==> src/rtl/rv32i_pkg.sv <==
// Shared RV32I encodings, opcode classes, decode-word layout and fetch FSM state type.
// Pure declarations: no clocked logic, no latency, no flow control.
package rv32i_pkg;

   localparam logic [31:0] INST_NOP    = 32'h0000_0013;
   localparam logic [31:0] INST_EBREAK = 32'h0010_0073;

   // inst[6:2] opcode classes
   localparam logic [4:0] OP_R     = 5'b01100;
   localparam logic [4:0] OP_I     = 5'b00100;
   localparam logic [4:0] OP_LOAD  = 5'b00000;
   localparam logic [4:0] OP_JALR  = 5'b11001;
   localparam logic [4:0] OP_S     = 5'b01000;
   localparam logic [4:0] OP_B     = 5'b11000;
   localparam logic [4:0] OP_LUI   = 5'b01101;
   localparam logic [4:0] OP_AUIPC = 5'b00101;
   localparam logic [4:0] OP_JAL   = 5'b11011;

   localparam int unsigned DOUT_W       = 24;
   localparam int unsigned DOUT_OPC_LSB = 0;
   localparam int unsigned DOUT_RD_LSB  = 5;
   localparam int unsigned DOUT_F3_LSB  = 10;
   localparam int unsigned DOUT_RS1_LSB = 13;
   localparam int unsigned DOUT_RS2_LSB = 18;
   localparam int unsigned DOUT_F7_BIT  = 23;

   typedef enum logic {
      RUN  = 1'b0,
      HALT = 1'b1
   } fetch_state_t;

   // f7 keeps only inst[30]: the one funct7 bit RV32I needs (add/sub, srl/sra).
   function automatic logic [DOUT_W-1:0] decode_word(input logic [31:0] inst);
      logic [DOUT_W-1:0] w;
      w = '0;
      w[DOUT_OPC_LSB +: 5] = inst[6:2];
      w[DOUT_RD_LSB  +: 5] = inst[11:7];
      w[DOUT_F3_LSB  +: 3] = inst[14:12];
      w[DOUT_RS1_LSB +: 5] = inst[19:15];
      w[DOUT_RS2_LSB +: 5] = inst[24:20];
      w[DOUT_F7_BIT]       = inst[30];
      return w;
   endfunction

endpackage

==> src/rtl/if_id_reg.sv <==
// Fetch-to-Decode pipeline register: one edge of latency, flush beats load, neither means hold.
// A flush leaves a NOP bubble with pc 0 and valid low.
module if_id_reg
   import rv32i_pkg::*;
(
   input  logic        clk,
   input  logic        rst,
   input  logic        load,
   input  logic        flush,
   input  logic [31:0] in_inst,
   input  logic [31:0] in_pc,
   output logic [31:0] inst,
   output logic [31:0] pc,
   output logic        valid
);

   logic [31:0] inst_q, inst_d;
   logic [31:0] pc_q, pc_d;
   logic        valid_q, valid_d;

   always_comb begin
      inst_d  = inst_q;
      pc_d    = pc_q;
      valid_d = valid_q;
      if (flush) begin
         inst_d  = INST_NOP;
         pc_d    = '0;
         valid_d = 1'b0;
      end else if (load) begin
         inst_d  = in_inst;
         pc_d    = in_pc;
         valid_d = 1'b1;
      end
   end

   always_ff @(posedge clk or posedge rst) begin
      if (rst) begin
         inst_q  <= INST_NOP;
         pc_q    <= '0;
         valid_q <= 1'b0;
      end else begin
         inst_q  <= inst_d;
         pc_q    <= pc_d;
         valid_q <= valid_d;
      end
   end

   assign inst  = inst_q;
   assign pc    = pc_q;
   assign valid = valid_q;

endmodule

==> src/rtl/fetch_unit.sv <==
// RV32I fetch stage: PC, IF/ID register, ebreak halt FSM and delivered-instruction counter.
// Instruction at im_addr reaches Decode one edge later; stall holds, redirect flushes and wins over all.
module fetch_unit
   import rv32i_pkg::*;
(
   input  logic        clk,
   input  logic        rst,
   input  logic        stall,
   input  logic        next_pc_sel,
   input  logic [31:0] jb_target,
   output logic [31:0] im_addr,
   input  logic [31:0] im_inst,
   output logic [31:0] D_pc,
   output logic [31:0] D_inst,
   output logic [23:0] D_out,
   output logic        D_valid,
   output logic        E_flush,
   output logic        halted,
   output logic [31:0] fetch_count
);

   logic [31:0]  f_pc_q, f_pc_d;
   fetch_state_t state_q, state_d;
   logic         halted_q, halted_d;
   logic [31:0]  count_q, count_d;
   logic         redirect;
   logic         d_load;
   logic         d_flush;
   logic         unused_tgt_bits;

   assign redirect        = ~next_pc_sel;
   assign unused_tgt_bits = ^jb_target[1:0];

   always_comb begin
      f_pc_d   = f_pc_q;
      state_d  = state_q;
      halted_d = halted_q;
      count_d  = count_q;
      d_load   = 1'b0;
      d_flush  = 1'b0;
      case (state_q)
         HALT: begin
            // Frozen until reset; Decode keeps draining bubbles.
            d_flush = 1'b1;
         end
         default: begin
            if (redirect) begin
               f_pc_d  = {jb_target[31:2], 2'b00};
               d_flush = 1'b1;
            end else if (D_valid && (D_inst == INST_EBREAK) && !stall) begin
               // ebreak moves on to Execute once; Decode gets a bubble behind it.
               state_d  = HALT;
               halted_d = 1'b1;
               d_flush  = 1'b1;
            end else if (!stall) begin
               f_pc_d  = f_pc_q + 32'd4;
               d_load  = 1'b1;
               count_d = count_q + 32'd1;
            end
         end
      endcase
   end

   always_ff @(posedge clk or posedge rst) begin
      if (rst) begin
         f_pc_q   <= '0;
         state_q  <= RUN;
         halted_q <= 1'b0;
         count_q  <= '0;
      end else begin
         f_pc_q   <= f_pc_d;
         state_q  <= state_d;
         halted_q <= halted_d;
         count_q  <= count_d;
      end
   end

   if_id_reg u_if_id (
      .clk     (clk),
      .rst     (rst),
      .load    (d_load),
      .flush   (d_flush),
      .in_inst (im_inst),
      .in_pc   (f_pc_q),
      .inst    (D_inst),
      .pc      (D_pc),
      .valid   (D_valid)
   );

   assign im_addr     = f_pc_q;
   assign E_flush     = redirect;
   assign halted      = halted_q;
   assign fetch_count = count_q;
   assign D_out       = decode_word(D_inst);

endmodule

==> config.mk <==
export PLATFORM = sky130hd
export DESIGN_NAME = fetch_unit
export DESIGN_NICKNAME = d
export VERILOG_FILES = /design/src/rtl/rv32i_pkg.sv /design/src/rtl/if_id_reg.sv /design/src/rtl/fetch_unit.sv
export SDC_FILE = /design/constraint.sdc
export NUM_CORES = 1
export LEC_CHECK = 0
export CAP_MARGIN = 20
export CORE_MARGIN = 3
export CORE_UTILIZATION = 25
export DETAILED_ROUTE_END_ITERATION = 8
export GPL_TIMING_DRIVEN = 0
export RECOVER_POWER = 100
export SYNTH_ARGS = -nofsm -noshare
export SYNTH_HDL_FRONTEND = slang
export SYNTH_HIERARCHICAL = 1
export SYNTH_SLANG_ARGS = --single-unit
==> constraint.sdc <==
create_clock -name clk -period 2.3 [get_ports clk]
set_input_delay 0.46 -clock clk [delete_from_list [all_inputs] [get_ports clk]]
set_output_delay 0.46 -clock clk [all_outputs]
set_load 0.03 [all_outputs]
* After elaboration in Yosys (flattened, before gate mapping)
Cells that the tools add are included.
Word-level totals: register bits 131, output and inout bits 155, memories 0, bits in writable memories 0, ROM bits 0, latch bits 0
Cells by class: add/subtract/negate cells 2, reduce and logical (&&, ||, !) cells 7, multipliers 0, magnitude comparators 0, equality and inequality tests 3, shifts and indexed selects 0, bitwise logic cells 4, div/mod/pow operators 0, muxes and demuxes 18
Operators by type and width (number):
- 32-bit 2-to-1 mux | 7
- 32-bit by 1-bit adder with 32-bit output (second input constant) | 1
- 32-bit by 3-bit adder with 32-bit output (second input constant) | 1
- 32-bit by 21-bit equality test with 1-bit output (second input constant) | 1
- 1-bit 2-to-1 mux | 11
- 3-bit AND reduction | 2
- 2-bit inequality test (second input constant) | 2
- 1-bit NOT | 4
- 4-bit AND reduction | 1
- 1-bit logical AND | 2
- 2-bit nonzero test | 1
- 1-bit logical NOT | 1

* Depth between registers and ports, before layout
Gate-level depths: netlist (run 1).
depth in word-level cells 8, gate-level depth with buffers 10, gate-level depth less buffers 6

* Cells and area by module
The synthesis (run 1) kept the hierarchy.
By module, submodules not included:
- fetch_unit | area each 3917.5 um^2, cells an instance 429, times used 1
- if_id_reg | area each 2692.6 um^2, cells an instance 211, times used 1

* Worst setup path after synthesis (run 1)
OpenSTA, ideal clock, no wires.
kind register -> register, start point register u_if_id.inst_q[11], in the netlist u_if_id/inst[11], end point register u_if_id.pc_q[4], in the netlist u_if_id/pc[4], period minus slack after synthesis 2.601 ns, stages on the path, launching flop included 10, buffers on the path 3, slack -0.301 ns, data arrival time 2.469 ns, cells stage by stage dfrtp_1 -> or4b_4 -> or3_4 -> o31ai_4 -> inv_1 -> buf_6 -> buf_12 -> buf_12 -> mux2i_1 -> nor2_1
Between the ends: longest elaborated chain between the ends 7, elaborated cells between the ends (all ways) 11, classes of those cells 1 x eq/ne; 7 x mux; 3 x reduce/logical
RTL lines:
- from (decl) | RTL line if_id_reg.sv:17 | logic [31:0] inst_q, inst_d;
- from (signal assigned) | RTL line if_id_reg.sv:42 | inst_q <= inst_d;
- 32-bit by 21-bit equality test with 1-bit output | RTL line fetch_unit.sv:50 | end else if (D_valid && (D_inst == INST_EBREAK) && !stall) begin
- 1-bit logical AND (2 in series) | RTL line fetch_unit.sv:50
- 1-bit 2-to-1 mux | RTL line fetch_unit.sv:50
- 1-bit 2-to-1 mux | RTL line fetch_unit.sv:47 | if (redirect) begin
- 1-bit 2-to-1 mux | RTL line fetch_unit.sv:41 | case (state_q)
- net d_load | RTL line fetch_unit.sv:27 | logic d_load;
- 2-bit nonzero test (no line)
- to (signal assigned) | RTL line if_id_reg.sv:43 | pc_q <= pc_d;
- to (decl) | RTL line if_id_reg.sv:18 | logic [31:0] pc_q, pc_d;
The timed path passes the listed nets, and every way through them passes these cells. A chain may end at the register's enable or synchronous reset.

* Worst setup path in the final report (run 1)
Same ends and word-level chain as after synthesis.

==> results by group, run 1 <==
Run status
  • Status: finished with violations
  • Violated checks: setup timing

Detailed routing
  • Wirelength per Cell: 19.0 um
  • Remaining routing DRC violations: 0
  • Via Count: 6135
  • Drt total wl: 24000 um
  • Post-route ant nets: 0
  • Drt pass-1 iters: 5
  • Initial DRC count: 359
  • Vias per std cell: 4.85

STA
  • Final hold viol count: 0
  • Tcrit/Tclk final: 106%
  • Hold Slack: 0.414 ns
  • Final worst setup slack: -0.128 ns
  • Setup TNS: -7.46 ns
  • Crit path time final: 2.43 ns
  • Least-Margin Pin Slew: 1.43 ns
  • Max-slew headroom: 4.69%
  • Worst Skew: 0.0113 ns
  • Highest clock rate: 412 MHz
  • Final Max Slew Viols: 0
  • Final Setup Violations: 94
  • Unrepaired setup endpoints after global routing: true

Floorplanning
  • Core Box Area: 0.0256 mm2
  • Die width: 169 um
  • Ports: 223
  • Die area: 0.0284 mm2
  • Rows: 58
  • Initial core utilization: 25.8%
  • Die Height: 169 um

Yosys
  • Mux contribution to synthesized area: 9.39%
  • Post-synth top cells: dfrtp_1, nor2_1, mux2i_1
  • Ranking of synthesized cells by area: dfrtp_1, mux2i_1, nor2_1, buf_4, nand3_1
  • Post-Syn Area: 0.00661 mm2
  • Number of synthesized flops with an enable pin: 0
  • Netlist cell types: 60
  • Post-synth top area share: 47.7%
  • Post-Synth Adder-Cell Area: 0.379%
  • Fraction of registers with async set/reset: 100%
  • Top-count cell post-synth: dfrtp_1
  • Synth Area in XOR/XNOR: 4.11%
  • Compound-gate portion of the synthesized area: 11.0%
  • Post-Synthesis Cells: 640
  • Sequential share of the synthesized area: 48.9%
  • Yosys reg bits: 129
  • Commonest register cell after synthesis: dfrtp_1
  • Syn_area_per_cell: 10.3 um2
  • Leading area contributor after synthesis: dfrtp_1
  • Largest family of logic cells by synthesized area: simple AND/OR/NAND/NOR gates
  • Warnings, synthesis: 6
  • Post-Synth Simple-Gate Area: 17.9%

GRT
  • Vias in the first global route: 6341
  • Global-route wire length before repair: 37000 um
  • Initial antenna violation count: 0
  • Pin count of the biggest net entering global routing: 65
  • Overflow left after global routing: 0
  • Tot GR Track Use: 16.6%

Critical path
  • Cell Chain, Critical Path: or4b_4 > or3_4 > o31ai_4 > inv_2 > buf_6 > buf_12 > buf_12 > mux2i_2 > nor2_1
  • WP data arrival: 2.73 ns
  • WP data required: 2.60 ns
  • CP Class: flop to flop
  • Nature of the critical path endpoint: flop
  • Slowest cell delay on critical path: 0.54 ns
  • Crit-path leading delay family: simple AND/OR/NAND/NOR gates
  • Cell mode on critical path: buf_12
  • CP max FO: 7
  • CP bufs+invs: 4
  • CP max-delay cell: or4b_4
  • CP Launch Type: flop

Finish
  • Reg area: 0.00324 mm2
  • Multi-input gate area: 0.00319 mm2
  • Share of layout cells above drive strength 1: 21.9%
  • Count of nets after finishing: 992
  • Fillcell total: 2483
  • Synth-to-Final Area Change: 64.1%
  • Ant diodes: 0

Clocking
  • TritonCTS clock tree: built
  • Clock latency at the later pin of the worst-skew pair: 0.42 ns
  • Clock H-tree levels: 4
  • Num CTS Buffers: 17
  • Clock Tree Buf Depth: 2
  • Clock sink count: 129
  • Reg clk slew, reported paths: 0.06 ns
  • CTS Hold Bufs: 0
  • Clock root cell: clkbuf_16

Place
  • Placement Setup Slack: -1.07 ns
  • RePlAce Congestion: 0.833
  • Hpwl dp: 16400 um
  • IO Port Bufs: 217

Power and ir drop
  • Pleak: 0.00489 uW
  • Peak VDD IR: 0.000406 V
  • Power Density: 662 mW/mm2

Flow run
  • Max cap viols: 0

Worst hold path
  • Hold crit path type: primary input to asynchronous set/reset pin
-- report_power, final --
part / total, uW / internal, uW / leakage (uW) / switching, uW
sequential: 2730 / 2450 / 0.00166 / 277
combinational: 1730 / 780 / 0.00295 / 954
clock: 2710 / 1620 / 0.000280 / 1090
total: 7180 / 4860 / 0.00489 / 2320
-- metal layers --
metal | up-vias | part of all wire [%] | routed length [um] | GRT usage [%]
met5 | - | 0 | 0 | 0
met4 | 0 | 1.9 | 448 | 5.48
met3 | 30 | 6.7 | 1610 | 4.58
met2 | 263 | 48 | 11400 | 26.4
met1 | 2997 | 44 | 10500 | 22.0
li1 | 2845 | - | - | -
-- stage by stage --
stage	util (%)	cells	cell area (um2)	power [uW]
3_3_place_gp	36.0	1190	9220	4370
4_1_cts	41.0	1255	10500	7270
3_5_place_dp	36.1	1191	9250	4390
6_report	42.3	1264	10800	7180
2_1_floorplan	-	643	6630	3630
5_1_grt	42.3	1264	10800	7510
-- kinds of logic (layout without fill, tap and decap cells) --
family / after synthesis / in the layout
AO/OA/AOI/OAI: 106 / 106
adder cells (fa/ha/maj): 2 / 2
multiplexers: 62 / 62
buffers and inverters: 73 / 364
AND/OR/NAND/NOR: 236 / 236
other: 1 / 4
XOR/XNOR: 31 / 31
flip-flops: 129 / 129
-- sequential cells by signal, indices dropped and copies added, names as in the netlist --
register	cells
fetch_count	32
halted	1
im_addr	30
state_q	1
u_if_id/inst	32
u_if_id/pc	32
u_if_id/valid	1
-- worst register-to-register path: cells and delay by family, from the launching register on --
| kind | cells | cell delay, ns |
|---|---|---|
| compound gates | 1 | 0.26 |
| mux | 1 | 0.16 |
| flops | 1 | 0.39 |
| simple gates | 3 | 0.96 |
| buf+inv | 4 | 0.53 |
-- cell usage in the layout (no fill, tap or decap), drive strengths merged, types with 18 or more instances in the layout --
cell type,netlist,final
buf,46,83
a21oi,34,34
nor2,82,82
mux2i,62,62
dfrtp,126,126
nand3,38,38
nand2,30,30
clkdlybuf4s50,0,72
nor3,18,18
nand4,25,25
dlygate4sd3,0,145
clkbuf,17,42
-- path summary, 6_finish.rpt --
kind,depth (start not counted),endpoint,startpoint,slack [ns]
setup reg to reg,9,u_if_id/pc[4]$_DFFE_PP0P_,u_if_id/inst[11]$_DFFE_PP0P_,-0.13
min in group clk,1,fetch_count[31]$_DFFE_PP0P_,fetch_count[31]$_DFFE_PP0P_,0.46
hold / removal,2,u_if_id/pc[8]$_DFFE_PP0P_,rst,0.41
max in group asynchronous,2,im_addr[2]$_DFFE_PP0P_,rst,0.39
hold reg to reg,1,fetch_count[31]$_DFFE_PP0P_,fetch_count[31]$_DFFE_PP0P_,0.46
setup / recovery,9,u_if_id/pc[4]$_DFFE_PP0P_,u_if_id/inst[11]$_DFFE_PP0P_,-0.13
-- cell type report --
type,instances,share of cell area [%]
inverters,10,0.369
multi-input cells,441,29.4
repair buffers,261,25.3
clock buffers,19,4.08
plain buffers,62,5.86
flip-flops and latches,129,29.9
well taps,330,3.81
clock inverters,12,1.23
-- what timing repair did --
action / 4_1_cts / 5_1_grt
cloned: 6 / 6
setup buffers: 34 / 8
resized for setup: 66 / 65
hold endpoints to repair: 0 / 0
pin swaps: 14 / 25
endpoints found under the setup margin: 128 / 121
Note: power is estimated with default switching activity, not from simulation.
==> inputs of run 2 (changes only) <==
SYNTH_HIERARCHICAL = unset   (was 1)
==> run 2 against run 1 <==
Net effect: the flow finishes with violations (capacitance limit, slew limit, setup timing); critical path depth down 2; register-to-register slack worse by 0.02 ns; worst setup slack worse by 0.021 ns; flip-flop and latch count is 1 lower; cell area rose by 1.8%; utilization up 2.4 points; first-iteration DRC count rose by 51%; maximum frequency shrank 0.85%; worst hold slack better by 0.057 ns; wire length is 11% higher; area after synthesis decreased by 3.4%; critical path type unchanged; critical endpoint is now im_addr[9]$_DFFE_PP0P_; largest cell class unchanged; highest routed layer unchanged.
==> results by group, run 2 <==
Floorplanning
  • Rows: 57 (was 58)
  • Die Height: 166 um (was 169 um)
  • Die area: 0.0275 mm2 (was 0.0284 mm2)
  • Core Box Area: 0.0247 mm2 (was 0.0256 mm2)
  • Initial core utilization: 25.9% (was 25.8%)
  • Die width: 166 um (was 169 um)
  • Ports: 223 (unchanged)

Power and ir drop
  • Pleak: 0.00475 uW (was 0.00489 uW)
  • Power Density: 714 mW/mm2 (was 662 mW/mm2)
  • Peak VDD IR: 0.000383 V (was 0.000406 V)

Detailed routing
  • Wirelength per Cell: 21.5 um (was 19.0 um)
  • Drt pass-1 iters: 6 (was 5)
  • Via Count: 6361 (was 6135)
  • Vias per std cell: 5.15 (was 4.85)
  • Initial DRC count: 542 (was 359)
  • Drt total wl: 26500 um (was 24000 um)
  • Remaining routing DRC violations: 0 (unchanged)
  • Post-route ant nets: 0 (unchanged)

Yosys
  • Fraction of registers with async set/reset: 100% (unchanged)
  • Sequential share of the synthesized area: 50.2% (was 48.9%)
  • Commonest register cell after synthesis: dfrtp_1 (unchanged)
  • Post-synth top area share: 49.0% (was 47.7%)
  • Post-synth top cells: dfrtp_1, a22o_1, nand2_1 (was dfrtp_1, nor2_1, mux2i_1)
  • Post-Syn Area: 0.00638 mm2 (was 0.00661 mm2)
  • Leading area contributor after synthesis: dfrtp_1 (unchanged)
  • Warnings, synthesis: 0 (was 6)
  • Number of synthesized flops with an enable pin: 0 (unchanged)
  • Post-Synthesis Cells: 605 (was 640)
  • Syn_area_per_cell: 10.5 um2 (was 10.3 um2)
  • Netlist cell types: 58 (was 60)
  • Ranking of synthesized cells by area: dfrtp_1, a22o_1, xor2_1, buf_4, nand2_1 (was dfrtp_1, mux2i_1, nor2_1, buf_4, nand3_1)
  • Top-count cell post-synth: dfrtp_1 (unchanged)
  • Yosys reg bits: 128 (was 129)

STA
  • Final Setup Violations: 77 (was 94)
  • Highest clock rate: 408 MHz (was 412 MHz)
  • Final Max Slew Viols: 32 (was 0)
  • Setup TNS: -4.52 ns (was -7.46 ns)
  • Worst Skew: 0.0110 ns (was 0.0113 ns)
  • Crit path time final: 2.45 ns (was 2.43 ns)
  • Unrepaired setup endpoints after global routing: true (unchanged)
  • Hold Slack: 0.471 ns (was 0.414 ns)
  • Max-slew headroom: -5.91% (was 4.69%)
  • Final hold viol count: 0 (unchanged)
  • Final worst setup slack: -0.149 ns (was -0.128 ns)
  • Tcrit/Tclk final: 106% (about the same)
  • Least-Margin Pin Slew: 1.58 ns (was 1.43 ns)

Critical path
  • CP max FO: 5 (was 7)
  • CP Class: flop to flop (unchanged)
  • Worst reg2reg path endpoint: im_addr[9]$_DFFE_PP0P_ (was u_if_id/pc[4]$_DFFE_PP0P_)
  • R2R setup slack: -0.15 ns (was -0.13 ns)
  • Reg2Reg Depth: 7 (was 9)
  • CP Launch Type: flop (unchanged)
  • WP data required: 2.61 ns (was 2.60 ns)
  • Nature of the critical path endpoint: flop (unchanged)
  • RR Startpoint: u_if_id.inst[10]$_DFFE_PP0P_ (was u_if_id/inst[11]$_DFFE_PP0P_)
  • WP data arrival: 2.75 ns (was 2.73 ns)

Finish
  • Synth-to-Final Area Change: 73.1% (was 64.1%)
  • Count of nets after finishing: 969 (was 992)
  • Reg area: 0.00321 mm2 (was 0.00324 mm2)
  • Post-layout util: 44.8% (was 42.3%)
  • Ant diodes: 0 (unchanged)
  • Fillcell total: 2346 (was 2483)
  • Most common cell after layout, fill and taps aside: dlygate4sd3_1 (unchanged)
  • Share of layout cells above drive strength 1: 24.5% (was 21.9%)
  • Most frequent cells in the layout: dlygate4sd3_1, dfrtp_1, clkdlybuf4s50_1, a22o_1, buf_4 (was dlygate4sd3_1, dfrtp_1, nor2_1, clkdlybuf4s50_1, mux2i_1)
  • Multi-input gate area: 0.00340 mm2 (was 0.00319 mm2)

GRT
  • Vias in the first global route: 6163 (was 6341)
  • Initial antenna violation count: 1 (was 0)
  • Overflow left after global routing: 0 (unchanged)
  • Tot GR Track Use: 17.9% (was 16.6%)
  • Global-route wire length before repair: 38700 um (was 37000 um)
  • Pin count of the biggest net entering global routing: 35 (was 65)

Clocking
  • Clock Tree Buf Depth: 2 (unchanged)
  • Num CTS Buffers: 17 (unchanged)
  • Clock root cell: clkbuf_16 (unchanged)
  • CTS Hold Bufs: 0 (unchanged)
  • Clock sink count: 128 (was 129)
  • Clock latency at the later pin of the worst-skew pair: 0.43 ns (was 0.42 ns)
  • Reg clk slew, reported paths: 0.06 ns (about the same)
  • Clock H-tree levels: 4 (unchanged)
  • TritonCTS clock tree: built (unchanged)

Run status
  • Status: finished with violations (unchanged)
  • Violated checks: capacitance limit, slew limit, setup timing (was setup timing)

Worst hold path
  • Hold Path Stages: 1
  • Hold path start: halted$_DFFE_PP0P_
  • Hold crit path type: flop to flop (was primary input to asynchronous set/reset pin)
  • Hold Crit Endpoint: halted$_DFFE_PP0P_

Place
  • Hpwl dp: 17600 um (was 16400 um)
  • RePlAce Congestion: 0.875 (was 0.833)
  • IO Port Bufs: 217 (unchanged)

Flow run
  • Max cap viols: 1 (was 0)
run 2: cell type report:
class                           instances  area share (%)
Multi-Input combinational cell        404            30.8
Sequential cell                       128            29.1
Timing Repair Buffer                  273            26.1
Buffer                                 71            5.05
Clock buffer                           23            4.24
Tap cell                              324            3.67
Clock inverter                          9           0.974
Inverter                                4           0.147
run 2: power breakdown:
group,internal (uW),leakage (uW),total (uW),switching (uW)
sequential,2510,0.00162,2850,337
clock,1650,0.000278,2700,1050
combinational,1000,0.00285,2340,1340
run 2: worst max-delay path by stage:
stage	from	endpoint	slack [ns]	depth (start not counted)
2_1_floorplan	u_if_id.inst[22]$_DFFE_PP0P_	im_addr[9]$_DFFE_PP0P_	0.04	6
3_3_place_gp	rst	fetch_count[28]$_DFFE_PP0P_	-1.14	2
3_5_place_dp	stall	im_addr[18]$_DFFE_PP0P_	-1.01	6
4_1_cts	u_if_id.inst[1]$_DFFE_PP1P_	im_addr[21]$_DFFE_PP0P_	-0.18	7
5_1_grt	u_if_id.inst[10]$_DFFE_PP0P_	im_addr[21]$_DFFE_PP0P_	-0.22	7
6_report	u_if_id.inst[10]$_DFFE_PP0P_	im_addr[9]$_DFFE_PP0P_	-0.15	7
run 2: repair_timing:
action / 4_1_cts / 5_1_grt
pin swaps: 15 / 80
setup endpoints to repair: 127 / 125
endpoints found under the hold margin: 0 / 0
gates resized for setup: 70 / 144
gates cloned: 3 / 10
setup buffers: 12 / 31
run 2: worst max-delay path, cell delays in order (launching register included):
cell      delay [ns]
dfrtp_2         0.43
nor4_4          0.33
nand4b_1        0.15
buf_6           0.15
or4_4           0.60
buf_8           0.17
a22o_1          0.21
a221o_1         0.29
run 2: logic make-up after synthesis:
| logic type | after synthesis | synth area share [%] |
|---|---|---|
| flops | 128 | 50.2 |
| fa+ha+maj | 2 | 0.392 |
| buf+inv | 76 | 6.35 |
| other cells | 1 | 0.0588 |
| simple gates | 218 | 19.9 |
| compound gates | 147 | 18.5 |
| mux | 2 | 0.333 |
| xor+xnor | 31 | 4.25 |
run 2: routing by layer:
metal	track usage (%)	wire length, um	share of wire [%]	vias up
met2	28.5	12700	48	259
met5	0	0	0	-
met3	4.95	1660	6.3	35
met4	3.18	423	1.6	0
li1	-	-	-	2866
met1	24.9	11800	44	3201
run 2: stage by stage:
step                total power, uW  instance area, um2  cells  setup slack (ns)
finish                         7890               11000   1236            -0.149
global route                   8240               11000   1236            -0.218
CTS                            7850               10100   1196            -0.182
detailed placement             5040                9030   1150             -1.01
global placement               5010                8970   1147             -1.14
floorplan                      4010                6390    606            0.0424
